## config.mk

```make
export PLATFORM = sky130hd
export DESIGN_NAME = pipeline_cia_subtractor_flat
export DESIGN_NICKNAME = d
export VERILOG_FILES = /design/src/rtl/pipeline_cia_subtractor_if.sv /design/src/rtl/pipeline_cia_subtractor.sv /design/src/flat_wrapper.sv
export SDC_FILE = /design/constraint.sdc
export NUM_CORES = 1
export LEC_CHECK = 0
export BUFFER_PORTS_ARGS = -buffer_cell sky130_fd_sc_hd__buf_2
export CORE_UTILIZATION = 52
export CTS_CLUSTER_SIZE = 40
export DETAILED_ROUTE_END_ITERATION = 7
export GPL_ROUTABILITY_DRIVEN = 0
export PLACE_DENSITY = 0.77
export REMOVE_ABC_BUFFERS = 1
export SLEW_MARGIN = 20
export SYNTH_ARGS = -nofsm -noshare
export SYNTH_HDL_FRONTEND = slang
export SYNTH_SLANG_ARGS = --single-unit
```

## constraint.sdc

```tcl
create_clock -name clk -period 2.75 [get_ports clk]
set_clock_uncertainty 0.2 [all_clocks]
set_input_delay 0.55 -clock clk [delete_from_list [all_inputs] [get_ports clk]]
set_output_delay 0.55 -clock clk [all_outputs]
set_load 0.005 [all_outputs]
```

## src/rtl/pipeline_cia_subtractor_if.sv

```systemverilog
`default_nettype none
// ============================================================================
// Module      : pipeline_cia_subtractor_if
// Description : Operand/result valid-ready bundle for pipeline_cia_subtractor.
// Revision    : 1.0 - initial release
// ============================================================================
interface pipeline_cia_subtractor_if #(
  parameter int WIDTH = 64
);
  logic             in_valid;
  logic             in_ready;
  logic [WIDTH-1:0] a;
  logic [WIDTH-1:0] b;
  logic             bin;
  logic             out_valid;
  logic             out_ready;
  logic [WIDTH-1:0] diff;
  logic             bout;
  logic             ovf;

  modport master (
    output in_valid, a, b, bin, out_ready,
    input  in_ready, out_valid, diff, bout, ovf
  );

  modport slave (
    input  in_valid, a, b, bin, out_ready,
    output in_ready, out_valid, diff, bout, ovf
  );
endinterface
`default_nettype wire

```

## src/rtl/pipeline_cia_subtractor.sv

```systemverilog
`default_nettype none
// ============================================================================
// Module      : pipeline_cia_subtractor
// Description : Three-stage carry-increment subtractor, diff = a - b - bin,
//               valid/ready on both sides. Define PIPE_SUB_OVF_EN to build
//               the signed-overflow output; otherwise ovf is tied to 0.
// Revision    : 1.0 - initial release
// ============================================================================
module pipeline_cia_subtractor #(
  parameter int WIDTH  = 64,
  parameter int S1_NIB = 6,
  parameter int S2_NIB = 6
) (
  input  logic                          clk,
  input  logic                          rst_n,
  pipeline_cia_subtractor_if.slave      sub
);

  localparam int C_NIB = WIDTH / 4;
  localparam int C_W1  = 4 * S1_NIB;
  localparam int C_W2  = 4 * (S1_NIB + S2_NIB);

  logic                  r1_v, r2_v, r3_v;
  logic [C_W1-1:0]       r1_d;
  logic                  r1_c;
  logic [WIDTH-1:C_W1]   r1_a, r1_nb;
  logic [C_W2-1:0]       r2_d;
  logic                  r2_c;
  logic [WIDTH-1:C_W2]   r2_a, r2_nb;
  logic [WIDTH-1:0]      r3_d;
  logic                  r3_bo;

  logic                  w_stall;
  logic                  w_acc;
  logic [WIDTH-1:0]      w_x, w_y, w_sum;
  logic                  w_co1, w_co2, w_co3;

  assign w_stall       = r3_v && !sub.out_ready;
  assign sub.in_ready  = rst_n && !w_stall;
  assign w_acc         = sub.in_valid && sub.in_ready;

  // Each slice of the chain reads its operands from the stage that evaluates it.
  assign w_x = {r2_a[WIDTH-1:C_W2], r1_a[C_W2-1:C_W1], sub.a[C_W1-1:0]};
  assign w_y = {r2_nb[WIDTH-1:C_W2], r1_nb[C_W2-1:C_W1], ~sub.b[C_W1-1:0]};

  always_comb begin : p_cia
    logic [4:0] v_p;
    logic       v_c;
    v_p   = '0;
    v_c   = 1'b0;
    w_sum = '0;
    w_co1 = 1'b0;
    w_co2 = 1'b0;
    for (int i = 0; i < C_NIB; i++) begin
      if (i == 0) begin
        v_c = ~sub.bin;
      end else if (i == S1_NIB) begin
        w_co1 = v_c;
        v_c   = r1_c;
      end else if (i == S1_NIB + S2_NIB) begin
        w_co2 = v_c;
        v_c   = r2_c;
      end
      // Block sum is formed for carry-in 0, then incremented by the arriving carry.
      v_p             = {1'b0, w_x[4*i +: 4]} + {1'b0, w_y[4*i +: 4]};
      w_sum[4*i +: 4] = v_p[3:0] + {3'b000, v_c};
      v_c             = v_p[4] | (v_c & (v_p[3:0] == 4'hF));
    end
    w_co3 = v_c;
  end

  always_ff @(posedge clk or negedge rst_n) begin
    if (!rst_n) begin
      r1_v  <= 1'b0;
      r1_d  <= '0;
      r1_c  <= 1'b0;
      r1_a  <= '0;
      r1_nb <= '0;
      r2_v  <= 1'b0;
      r2_d  <= '0;
      r2_c  <= 1'b0;
      r2_a  <= '0;
      r2_nb <= '0;
      r3_v  <= 1'b0;
      r3_d  <= '0;
      r3_bo <= 1'b0;
    end else if (!w_stall) begin
      r1_v  <= w_acc;
      r1_d  <= w_sum[C_W1-1:0];
      r1_c  <= w_co1;
      r1_a  <= sub.a[WIDTH-1:C_W1];
      r1_nb <= ~sub.b[WIDTH-1:C_W1];
      r2_v  <= r1_v;
      r2_d  <= {w_sum[C_W2-1:C_W1], r1_d};
      r2_c  <= w_co2;
      r2_a  <= r1_a[WIDTH-1:C_W2];
      r2_nb <= r1_nb[WIDTH-1:C_W2];
      r3_v  <= r2_v;
      r3_d  <= {w_sum[WIDTH-1:C_W2], r2_d};
      r3_bo <= ~w_co3;
    end
  end

  assign sub.out_valid = r3_v;
  assign sub.diff      = r3_d;
  assign sub.bout      = r3_bo;

`ifdef PIPE_SUB_OVF_EN
  logic r3_ovf;
  logic w_ovf;

  // Operand signs differ when a's MSB equals the inverted subtrahend's MSB.
  assign w_ovf = (r2_a[WIDTH-1] == r2_nb[WIDTH-1]) && (w_sum[WIDTH-1] != r2_a[WIDTH-1]);

  always_ff @(posedge clk or negedge rst_n) begin
    if (!rst_n) begin
      r3_ovf <= 1'b0;
    end else if (!w_stall) begin
      r3_ovf <= w_ovf;
    end
  end

  assign sub.ovf = r3_ovf;
`else
  assign sub.ovf = 1'b0;
`endif

endmodule
`default_nettype wire

```

## src/flat_wrapper.sv

```systemverilog
// flat-port wrapper written by rule: the top's interface ports become plain ports
module pipeline_cia_subtractor_flat 
#(
  parameter int WIDTH  = 64,
  parameter int S1_NIB = 6,
  parameter int S2_NIB = 6
)
  (clk, rst_n, sub_in_valid, sub_a, sub_b, sub_bin, sub_out_ready, sub_in_ready, sub_out_valid, sub_diff, sub_bout, sub_ovf);
  pipeline_cia_subtractor_if #(.WIDTH(WIDTH)) sub_i ();
  input  logic clk;
  input  logic rst_n;
  input wire logic [$bits(sub_i.in_valid)-1:0] sub_in_valid;
  input wire logic [$bits(sub_i.a)-1:0] sub_a;
  input wire logic [$bits(sub_i.b)-1:0] sub_b;
  input wire logic [$bits(sub_i.bin)-1:0] sub_bin;
  input wire logic [$bits(sub_i.out_ready)-1:0] sub_out_ready;
  output wire logic [$bits(sub_i.in_ready)-1:0] sub_in_ready;
  output wire logic [$bits(sub_i.out_valid)-1:0] sub_out_valid;
  output wire logic [$bits(sub_i.diff)-1:0] sub_diff;
  output wire logic [$bits(sub_i.bout)-1:0] sub_bout;
  output wire logic [$bits(sub_i.ovf)-1:0] sub_ovf;
  assign sub_i.in_valid = sub_in_valid;
  assign sub_i.a = sub_a;
  assign sub_i.b = sub_b;
  assign sub_i.bin = sub_bin;
  assign sub_i.out_ready = sub_out_ready;
  assign sub_in_ready = sub_i.in_ready;
  assign sub_out_valid = sub_i.out_valid;
  assign sub_diff = sub_i.diff;
  assign sub_bout = sub_i.bout;
  assign sub_ovf = sub_i.ovf;
  pipeline_cia_subtractor #(.WIDTH(WIDTH), .S1_NIB(S1_NIB), .S2_NIB(S2_NIB)) u_core (.clk(clk), .rst_n(rst_n), .sub(sub_i));
endmodule
```

==> summary.md, run 1 <==
| Metric | Value |
|---|---|
| VDD IR max | 0.547 mV |
| Cell taking the most area after synthesis | dfrtp_1 |
| Most used routing layer | met2 |
| Core box area | 0.0236 mm² |
| Initial antenna violation count | 6 |
| Total Nets Final | 1929 |
| Final ANT Viol Nets | 0 |
| Worst reg2reg path startpoint | u_core.r1_a[28] |
| Relative slew margins | 47.5% |
| Comb pwr share | 37.3% |
| Number of global-route vias before repair | 9992 |
| CP startpoint | u_core.r1_a[28] |
| First-pass GRT wire length | 45700 µm |
| # rows | 56 |
| Post-DP HPWL | 18400 µm |
| Place WS | -1140 ps |
| CTS tree | done |
| Grt met2 use | 39.9% |
| Final min period | 3180 ps |
| Max-cap violations | 0 |
| CP top delay family | compound AO/OA/AOI/OAI gates |
| Max-slew violations | 0 |
| Share of layout cells above drive strength 1 | 25.6% |
| Synth Register Bits | 254 |
| Root Driver | clkbuf_16 |
| Number of synthesized flops with an enable pin | 0 |
| Syn Inst Count | 1388 |
| Register clock-pin slew on the reported worst setup and hold paths | 60 ps |
| DR pass1 iterations | 8 |
| Crit path kind | register to register |
| Post-synthesis cell type count | 52 |
| FFs w/ async S/R, synth | 100% |
| H-tree depth | 1 |
| Residual DRC | 0 |
| Initial core utilization | 53.4% |
| Via count | 10200 |
| Static Leakage | 8.59 nW |
| Internal power | 10.3 mW |
| Final Hold Vio Count | 0 |
| Crit-path max FO | 3 |
| Tightest Pin Transition | 787 ps |
| Reg power frac | 36.6% |
| Worst Setup Start Kind | register |
| Clock power share | 26.1% |
| Critical-path cell list | ha_2 > fa_2 > nand3_2 > a2111oi_4 > o22ai_1 > o211a_1 > o31ai_4 > ha_4 > ha_4 > xnor2_1 > a21oi_1 |
| Clk sink count | 254 |
| M1 GR Usage | 28.1% |
| Min-delay src | sub_a[28] |
| RSZ-0062 raised after global routing | yes |
| Vias per cell | 5.02 |
| Post-synth top cells | nand2_1, dfrtp_1, ha_1, a21oi_1, nor2_1 |
| Setup crit end kind | register |
| Cell depth of the worst setup path | 11 |
| Hold Path Cell Cnt | 3 |
| Max stage delay on crit path | 580 ps |
| GRT Total Usage | 22.7% |
| # fillers | 1787 |
| Tcrit/Tclk final | 116% |
| Die height | 158 µm |
| WP data required | 2930 ps |
| Die area | 0.0249 mm² |
| HP Class | input pin to register |
| Status | finished with violations |
| Fmax | 0.314 GHz |
| Clock Latency Late Sink | 530 ps |
| Iteration-0 DRC Markers | 608 |
| Area growth, synth to finish | 31.5% |
| Ys Warns | 0 |
| Tot Pwr | 15.5 mW |
| Clk buf depth | 3 |
| P_sw | 5.17 mW |
| Largest cells by area after synthesis | dfrtp_1, nand2_1, ha_1 |
| Reg2reg path depth | 11 |
| Die Span X | 158 µm |
| Ys flop type | dfrtp_1 |
| Failing checks | negative setup slack |
| M3 GR Usage | 4.82% |
| CP arrival | 3370 ps |
| Yosys top cell area share | 50.4% |
| Largest net degree at the start of global routing | 140 |
| Gr ovfl total | 0 |
| Routed wire length | 28400 µm |
| CP max stage cell | fa_2 |
| Final setup fails | 26 |
| Most numerous cell in the Yosys netlist | nand2_1 |
| Seq/Total Area, Yosys | 50.4% |
| Avg Inst Size Synth | 9.09 µm² |
| Design Area, Final | 0.0166 mm² |
| Most frequent cell on the critical path | ha_4 |
| Switching Share | 33.4% |
| CP Buf/Inv Count | 0 |
| Wirelength per Cell | 14.0 µm |
| Worst Slack Setup Final | -433 ps |
| Placed Area | 0.0144 mm² |
| Pwr per Cell Area | 935 mW/mm² |
| Synthesized cell area | 0.0126 mm² |
| # port buffers | 199 |
| Setup TNS Final | -6270 ps |
| CTS Buf Count | 28 |
| Ports | 201 |
## path summary, 6_finish.rpt
check | endpoint | slack [ps]
worst max-delay path | u_core.r2_d[46] | -430
worst min-delay path | u_core.r1_a[28] | 20
worst max register to register | u_core.r2_d[46] | -430
worst min register to register | u_core.sub.diff[33] | 260
max in group asynchronous | u_core.r2_nb[61] | 1190
min in group asynchronous | u_core.sub.diff[15] | 560
## state kept, by name, summed over array words and instances (netlist names), 16 cells and up
name and count:
u_core.sub.diff 64, u_core.r1_a 40, u_core.r2_a 16, u_core.r2_nb 16, u_core.r1_d 24, u_core.r1_nb 40
u_core.r2_d 48
## cells in the final DEF, fill, tap and decap left out, types with 5 or more instances in the layout
master,synthesis,final
a21o_1,23,23
a21oi_1,82,76
a21oi_2,0,5
buf_12,0,6
buf_2,0,197
buf_4,1,71
buf_6,2,6
bufinv_16,0,5
clkbuf_16,0,29
clkbuf_8,0,7
clkinv_2,0,7
dfrtp_1,254,254
dlygate4sd3_1,0,44
fa_1,16,10
fa_2,0,6
ha_1,96,68
ha_2,0,9
ha_4,0,19
inv_1,51,47
nand2_1,566,548
nand2_2,0,17
nand3_1,18,11
nand3_2,0,7
nor2_1,71,70
o21ai_0,26,12
o21ai_1,0,11
xnor2_1,28,19
xnor2_2,1,10
xor2_1,36,33
## logic make-up (layout without fill, tap and decap cells)
family | count (synthesis) | in the layout | share of synthesized area [%]
and+or+nand+nor | 685 | 685 | 21.3
DFF | 254 | 254 | 50.4
AOI/OAI and AO/OA | 159 | 159 | 8.07
adders and majority gates | 112 | 112 | 12.1
buffers and inverters | 110 | 428 | 3.42
xor gates and xnor gates | 65 | 65 | 4.57
muxes | 2 | 2 | 0.159
other | 1 | 5 | 0.0297
## worst register-to-register path: stages, from the launching register on
cell	delay, ps
dfrtp_1	390
ha_2	210
fa_2	580
nand3_2	110
a2111oi_4	310
o22ai_1	140
o211a_1	310
o31ai_4	280
ha_4	210
ha_4	120
xnor2_1	100
a21oi_1	80
## cell type report
class	instances	area (µm²)	area share [%]
Multi-Input combinational cell	1024	6440	38.8
Timing Repair Buffer	325	2160	13.0
Tap cell	319	399	2.41
Clock inverter	12	185	1.12
Clock buffer	40	837	5.05
Sequential cell	254	6360	38.3
Inverter	51	199	1.20
Antenna cell	4	10.0	0.0603
## repair_timing
action,CTS,global route
resized for setup,75,67
gates cloned,0,0
pin swaps,47,40
endpoints found under the setup margin,41,41
buffers inserted,8,8
hold endpoints to repair,125,0
hold buffers,44,0
## through the flow
stage	utilization, %	std cells	hold slack [ps]
finish	70.3	2029	16.3
global route	70.2	2028	9.59
CTS	68.8	2020	0.508
detailed placement	61.0	1917	251
global placement	61.0	1917	240
floorplan	-	1329	54.4
## layer usage
| metal | up-vias | wire length (µm) |
|---|---|---|
| li1 | 5037 | - |
| met1 | 4834 | 11900 |
| met2 | 254 | 14200 |
| met3 | 55 | 1620 |
| met4 | 4 | 618 |
| met5 | - | 27 |
## power by group through the flow
stage                     clock (mW)  combinational [mW]  sequential [mW]
after global placement             0                4.64             5.68
after CTS                       4.13                5.33             5.68
final                           4.05                5.79             5.68
after detailed placement           0                4.83             5.73
after floorplan                    0                3.23             5.62
after global routing            4.29                6.50             5.83
(Power assumes the default switching activity.)
==> run 2, diff against run 1 <==
- CORE_UTILIZATION: 52 -> 54
- clock period: 2.75 -> 3.6 ns (I/O delays scaled with it)
==> run 2 against run 1 <==
  * The flow now finishes without violations
  * Sequential share of layout area up 4.2 points
  * Non-clock buffer count is 110 lower
  * Core utilization down 4.6 points
  * Combinational power is 41% lower
  * Setup slack better by 600 ps
  * Critical path depth stayed put
  * Flip-flop and latch count unchanged
  * Sequential power is 24% lower
==> summary.md, run 2 (same netlist as run 1, synthesis figures left out) <==
| Metric | Value |
|---|---|
| Status | finished clean |
| Clk sink count | 254 |
| Core box area | 0.0228 mm² |
| Iteration-0 DRC Markers | 590 |
| Place WS | -501 ps |
| Die Span X | 155 µm |
| Most used routing layer | met2 |
| Max stage delay on crit path | 440 ps |
| Share of layout cells above drive strength 1 | 17.2% |
| Commonest non-fill, non-tap cell in the layout | nand2_1 |
| Die area | 0.0240 mm² |
| Number of global-route vias before repair | 9231 |
| Tightest Pin Transition | 827 ps |
| Layout Cells excl Fill | 1911 |
| Tot Pwr | 10.6 mW |
| Tcrit/Tclk final | 95.2% |
| Via count | 9496 |
| Wirelength per Cell | 13.1 µm |
| RSZ-0062 raised after global routing | no |
| Relative slew margins | 44.9% |
| M3 GR Usage | 4.48% |
| Crit-path max FO | 3 |
| CP max stage cell | fa_1 |
| Total Nets Final | 1819 |
| GRT Total Usage | 21.6% |
| Static Leakage | 7.98 nW |
| Largest net degree at the start of global routing | 173 |
| First-pass GRT wire length | 42500 µm |
| Max-cap violations | 0 |
| Gr ovfl total | 0 |
| Final setup fails | 0 |
| Grt met2 use | 36.3% |
| Hold Path Cell Cnt | 2 |
| Post-DP HPWL | 17200 µm |
| Critical-path cell list | ha_1 > fa_1 > xnor2_1 > a2111oi_2 > o22ai_1 > o211a_1 > o31ai_4 > ha_1 > ha_1 > xnor2_1 > a21oi_1 |
| Crit path kind | register to register |
| Routed wire length | 25100 µm |
| DR pass1 iterations | 7 |
| Post-Place Cells | 1856 |
| WP data required | 3790 ps |
| CTS Buf Count | 28 |
| Clock Latency Late Sink | 530 ps |
| Placed Area | 0.0140 mm² |
| Setup crit end kind | register |
| Fmax | 0.292 GHz |
| M1 GR Usage | 28.9% |
| Cell depth of the worst setup path | 11 |
| Max reg flops | 64 |
| H-tree depth | 1 |
| Commonest cells after routing, fill and taps aside | nand2_1, dfrtp_1, buf_2 |
| Worst Setup Start Kind | register |
| Design Area, Final | 0.0150 mm² |
| Reg2reg path depth | 11 |
| Final Hold Vio Count | 0 |
| Vias per cell | 4.97 |
| # rows | 55 |
| Final ANT Viol Nets | 0 |
| Most frequent cell on the critical path | ha_1 |
| # Post-CTS Setup Buffers | 0 |
| # port buffers | 199 |
| CP arrival | 3610 ps |
| HP Class | input pin to register |
| CTS tree | done |
| Final min period | 3430 ps |
| Ports | 201 |
| Max-slew violations | 0 |
| Pwr per Cell Area | 711 mW/mm² |
| Register clock-pin slew on the reported worst setup and hold paths | 60 ps |
| Clk buf depth | 3 |
| VDD IR max | 0.343 mV |
| Initial antenna violation count | 6 |
| Root Driver | clkbuf_16 |
| Die height | 155 µm |
| CP top delay family | compound AO/OA/AOI/OAI gates |
| CP Buf/Inv Count | 0 |
| Residual DRC | 0 |
| Initial core utilization | 55.4% |
| Worst Slack Setup Final | 171 ps |
| Area growth, synth to finish | 18.6% |
==> run 2: cell types whose count changed in the layout (fill, tap and decap cells not counted), sizes merged <==
cell         previous run  this run
buf                   281       214
bufinv                  5         3
clkbuf                 40        41
clkinv                  7         5
clkinvlp                0         1
diode                   4         3
dlygate4sd3            44         1
inv                    51        52
==> run 2: final timing paths <==
| check | end | from | slack [ps] |
|---|---|---|---|
| min | u_core.r1_nb[53] | sub_b[53] | 150 |
| min in group asynchronous | u_core.r1_nb[57] | rst_n | 490 |
| max | u_core.r2_d[46] | u_core.r1_nb[28] | 170 |
| max in group asynchronous | u_core.sub.diff[24] | rst_n | 1530 |
| max reg2reg | u_core.r2_d[46] | u_core.r1_nb[28] | 170 |
| min reg2reg | u_core.r2_v | u_core.r2_v | 260 |
==> run 2: power by group <==
group / switching, mW / internal (mW)
Combinational: 1.87 / 1.52
Clock: 1.12 / 1.81
Sequential: 0.529 / 3.79
==> run 2: final cells by class <==
| type | instances | area (µm²) |
|---|---|---|
| clock inverters | 10 | 134 |
| clock buffers | 41 | 831 |
| fillers | 1854 | 7820 |
| inverters | 51 | 191 |
| well taps | 313 | 392 |
| diodes | 3 | 7.51 |
| multi-input cells | 1024 | 5860 |
| flip-flops and latches | 254 | 6360 |
| repair buffers | 215 | 1190 |
==> run 2: timing repair <==
| item | in CTS | in global routing |
|---|---|---|
| endpoints found under the setup margin | 0 | 8 |
| resized for setup | 0 | 2 |
| endpoints found under the hold margin | 47 | 0 |
| hold buffers | 1 | 0 |
==> run 2: layer usage <==
layer | part of all wire [%] | up-vias
met3 | 5.7 | 37
met4 | 1.8 | 6
met1 | 45 | 4440
li1 | - | 4822
met2 | 47 | 191
met5 | 0.14 | -
==> run 2: metrics by stage <==
step	setup TNS (ps)	hold slack, ps	util [%]
after floorplan	-1081920	224	-
after global placement	-2800	240	61.3
after detailed placement	-4540	248	61.3
after CTS	0	127	65.6
after global routing	0	126	65.7
final	0	148	65.7
==> run 3, diff against run 2 <==
- PLACE_DENSITY: 0.77 -> default
- PLACE_DENSITY_LB_ADDON: default -> 0.15
- clock period: 3.6 -> 3.41 ns (I/O delays scaled with it)
==> run 3 against run 2 <==
  * Clock power increased by 7.5%
  * Power increased by 6.1%
  * Sequential share of layout area decreased by 0.19 points
==> summary.md, run 3 (same netlist as run 1, synthesis figures left out) <==
| Metric | Value |
|---|---|
| Seq. cell area | 0.00636 mm² |
| First-pass GRT wire length | 42500 µm |
| Initial core utilization | 55.4% |
| Pwr per Cell Area | 751 mW/mm² |
| Final setup fails | 0 |
| Clk sink count | 254 |
| Worst Setup Start Kind | register |
| CTS tree | done |
| Tcrit/Tclk final | 95.6% |
| Initial antenna violation count | 5 |
| Routed wire length | 24900 µm |
| Multi-input gate area | 0.00589 mm² |
| Clock Latency Late Sink | 530 ps |
| Iteration-0 DRC Markers | 549 |
| GRT Total Usage | 21.5% |
| Max-slew violations | 0 |
| Worst Slack Setup Final | 151 ps |
| Root Driver | clkbuf_16 |
| Max-cap violations | 0 |
| Die height | 155 µm |
| Tightest Pin Transition | 714 ps |
| Setup TNS Final | 0 ps |
| # rows | 55 |
| Max stage delay on crit path | 440 ps |
| Most frequent cell on the critical path | ha_1 |
| Crit path kind | register to register |
| Fmax | 0.307 GHz |
| Placed Area | 0.0140 mm² |
| VDD IR max | 0.379 mV |
| CTS Buf Count | 28 |
| HP Class | input pin to register |
| Register clock-pin slew on the reported worst setup and hold paths | 60 ps |
| Vias per cell | 4.96 |
| Crit-path max FO | 3 |
| CP arrival | 3460 ps |
| Post-Place Cells | 1861 |
| Status | finished clean |
| Total Nets Final | 1825 |
| Setup crit end kind | register |
| Final min period | 3260 ps |
| DR pass1 iterations | 5 |
| WP data required | 3610 ps |
| Die area | 0.0240 mm² |
| Final Hold Vio Count | 0 |
| Final ANT Viol Nets | 0 |
| Static Leakage | 8.02 nW |
| Clk buf depth | 3 |
| Design Area, Final | 0.0150 mm² |
| Place WS | -735 ps |
| Relative slew margins | 52.4% |
| Commonest cells after routing, fill and taps aside | nand2_1, dfrtp_1, buf_2 |
| Via count | 9503 |
| # fillers | 1897 |
| Layout Cells excl Fill | 1916 |
| Gr ovfl total | 0 |
| Commonest non-fill, non-tap cell in the layout | nand2_1 |
| Critical-path cell list | ha_1 > fa_1 > xnor2_1 > a2111oi_2 > o22ai_1 > o211a_1 > o31ai_4 > ha_1 > ha_1 > xnor2_1 > a21oi_1 |
| Area growth, synth to finish | 19.2% |
| Core box area | 0.0228 mm² |
| H-tree depth | 1 |
| RSZ-0062 raised after global routing | no |
| Die Span X | 155 µm |
| Post-layout util | 66.0% |
| CP max stage cell | fa_1 |
| Number of global-route vias before repair | 9289 |
| Wirelength per Cell | 13.0 µm |
| Residual DRC | 0 |
| Max reg flops | 64 |
| Largest net degree at the start of global routing | 157 |
| Share of layout cells above drive strength 1 | 17.9% |
| # port buffers | 199 |
| Post-DP HPWL | 17200 µm |
| Ports | 201 |
run 3: cell count changes in the layout (fill, tap and decap cells not counted), sizes merged:
cell and change:
bufinv +1, clkinv -1, buf +6, clkbuf +1
clkinvlp -1, inv -1
run 3: final timing paths:
| kind | start | endpoint | slack (ps) | cells after the start |
|---|---|---|---|---|
| setup reg to reg | u_core.r1_nb[28] | u_core.r2_d[46] | 150 | 11 |
| min in group asynchronous | rst_n | u_core.r1_nb[58] | 370 | 2 |
| hold reg to reg | u_core.sub.diff[61] | u_core.sub.diff[61] | 260 | 2 |
| max in group asynchronous | rst_n | u_core.r1_a[43] | 1710 | 3 |
| hold / removal | sub_b[41] | u_core.r1_nb[41] | 110 | 2 |
| setup / recovery | u_core.r1_nb[28] | u_core.r2_d[46] | 150 | 11 |
run 3: critical path: cells and delay by family, from the launching register on:
| kind | cells | cell delay (ps) |
|---|---|---|
| compound gates | 5 | 1190 |
| fa+ha+maj | 4 | 1060 |
| flops | 1 | 380 |
| xor+xnor | 2 | 300 |
run 3: area by class of cell:
cell class	instances	share of cell area (%)
multi-input cells	1024	39.2
flip-flops and latches	254	42.3
inverters	51	1.27
diodes	3	0.0499
clock inverters	8	0.932
well taps	313	2.61
clock buffers	42	5.55
repair buffers	221	8.14
run 3: where the power goes:
part / internal, mW / switching (mW)
Sequential: 4.00 / 0.563
Clock: 1.98 / 1.17
Combinational: 1.62 / 1.95
Total: 7.60 / 3.68
run 3: repair_timing:
item,CTS,global route
endpoints found under the setup margin,7,11
gates resized for setup,1,10
hold buffers,1,0
hold endpoints to repair,8,0
buffers inserted,0,1
pin swaps,1,5
run 3: per-stage QoR:
step / hold WS, ps / power [mW]
3_3_place_gp: 242 / 8.06
4_1_cts: 93.1 / 11.4
6_report: 112 / 11.3
3_5_place_dp: 250 / 8.20
5_1_grt: 87.5 / 12.2
2_1_floorplan: 186 / 7.14
run 3: per-layer routing:
metal / vias up / global-route usage [%] / part of all wire (%)
met2: 189 / 35.9 / 46
li1: 4844 / - / -
met1: 4427 / 28.8 / 46
met5: - / 0 / 0.12
met3: 39 / 4.57 / 5.6
met4: 4 / 5.37 / 2.0
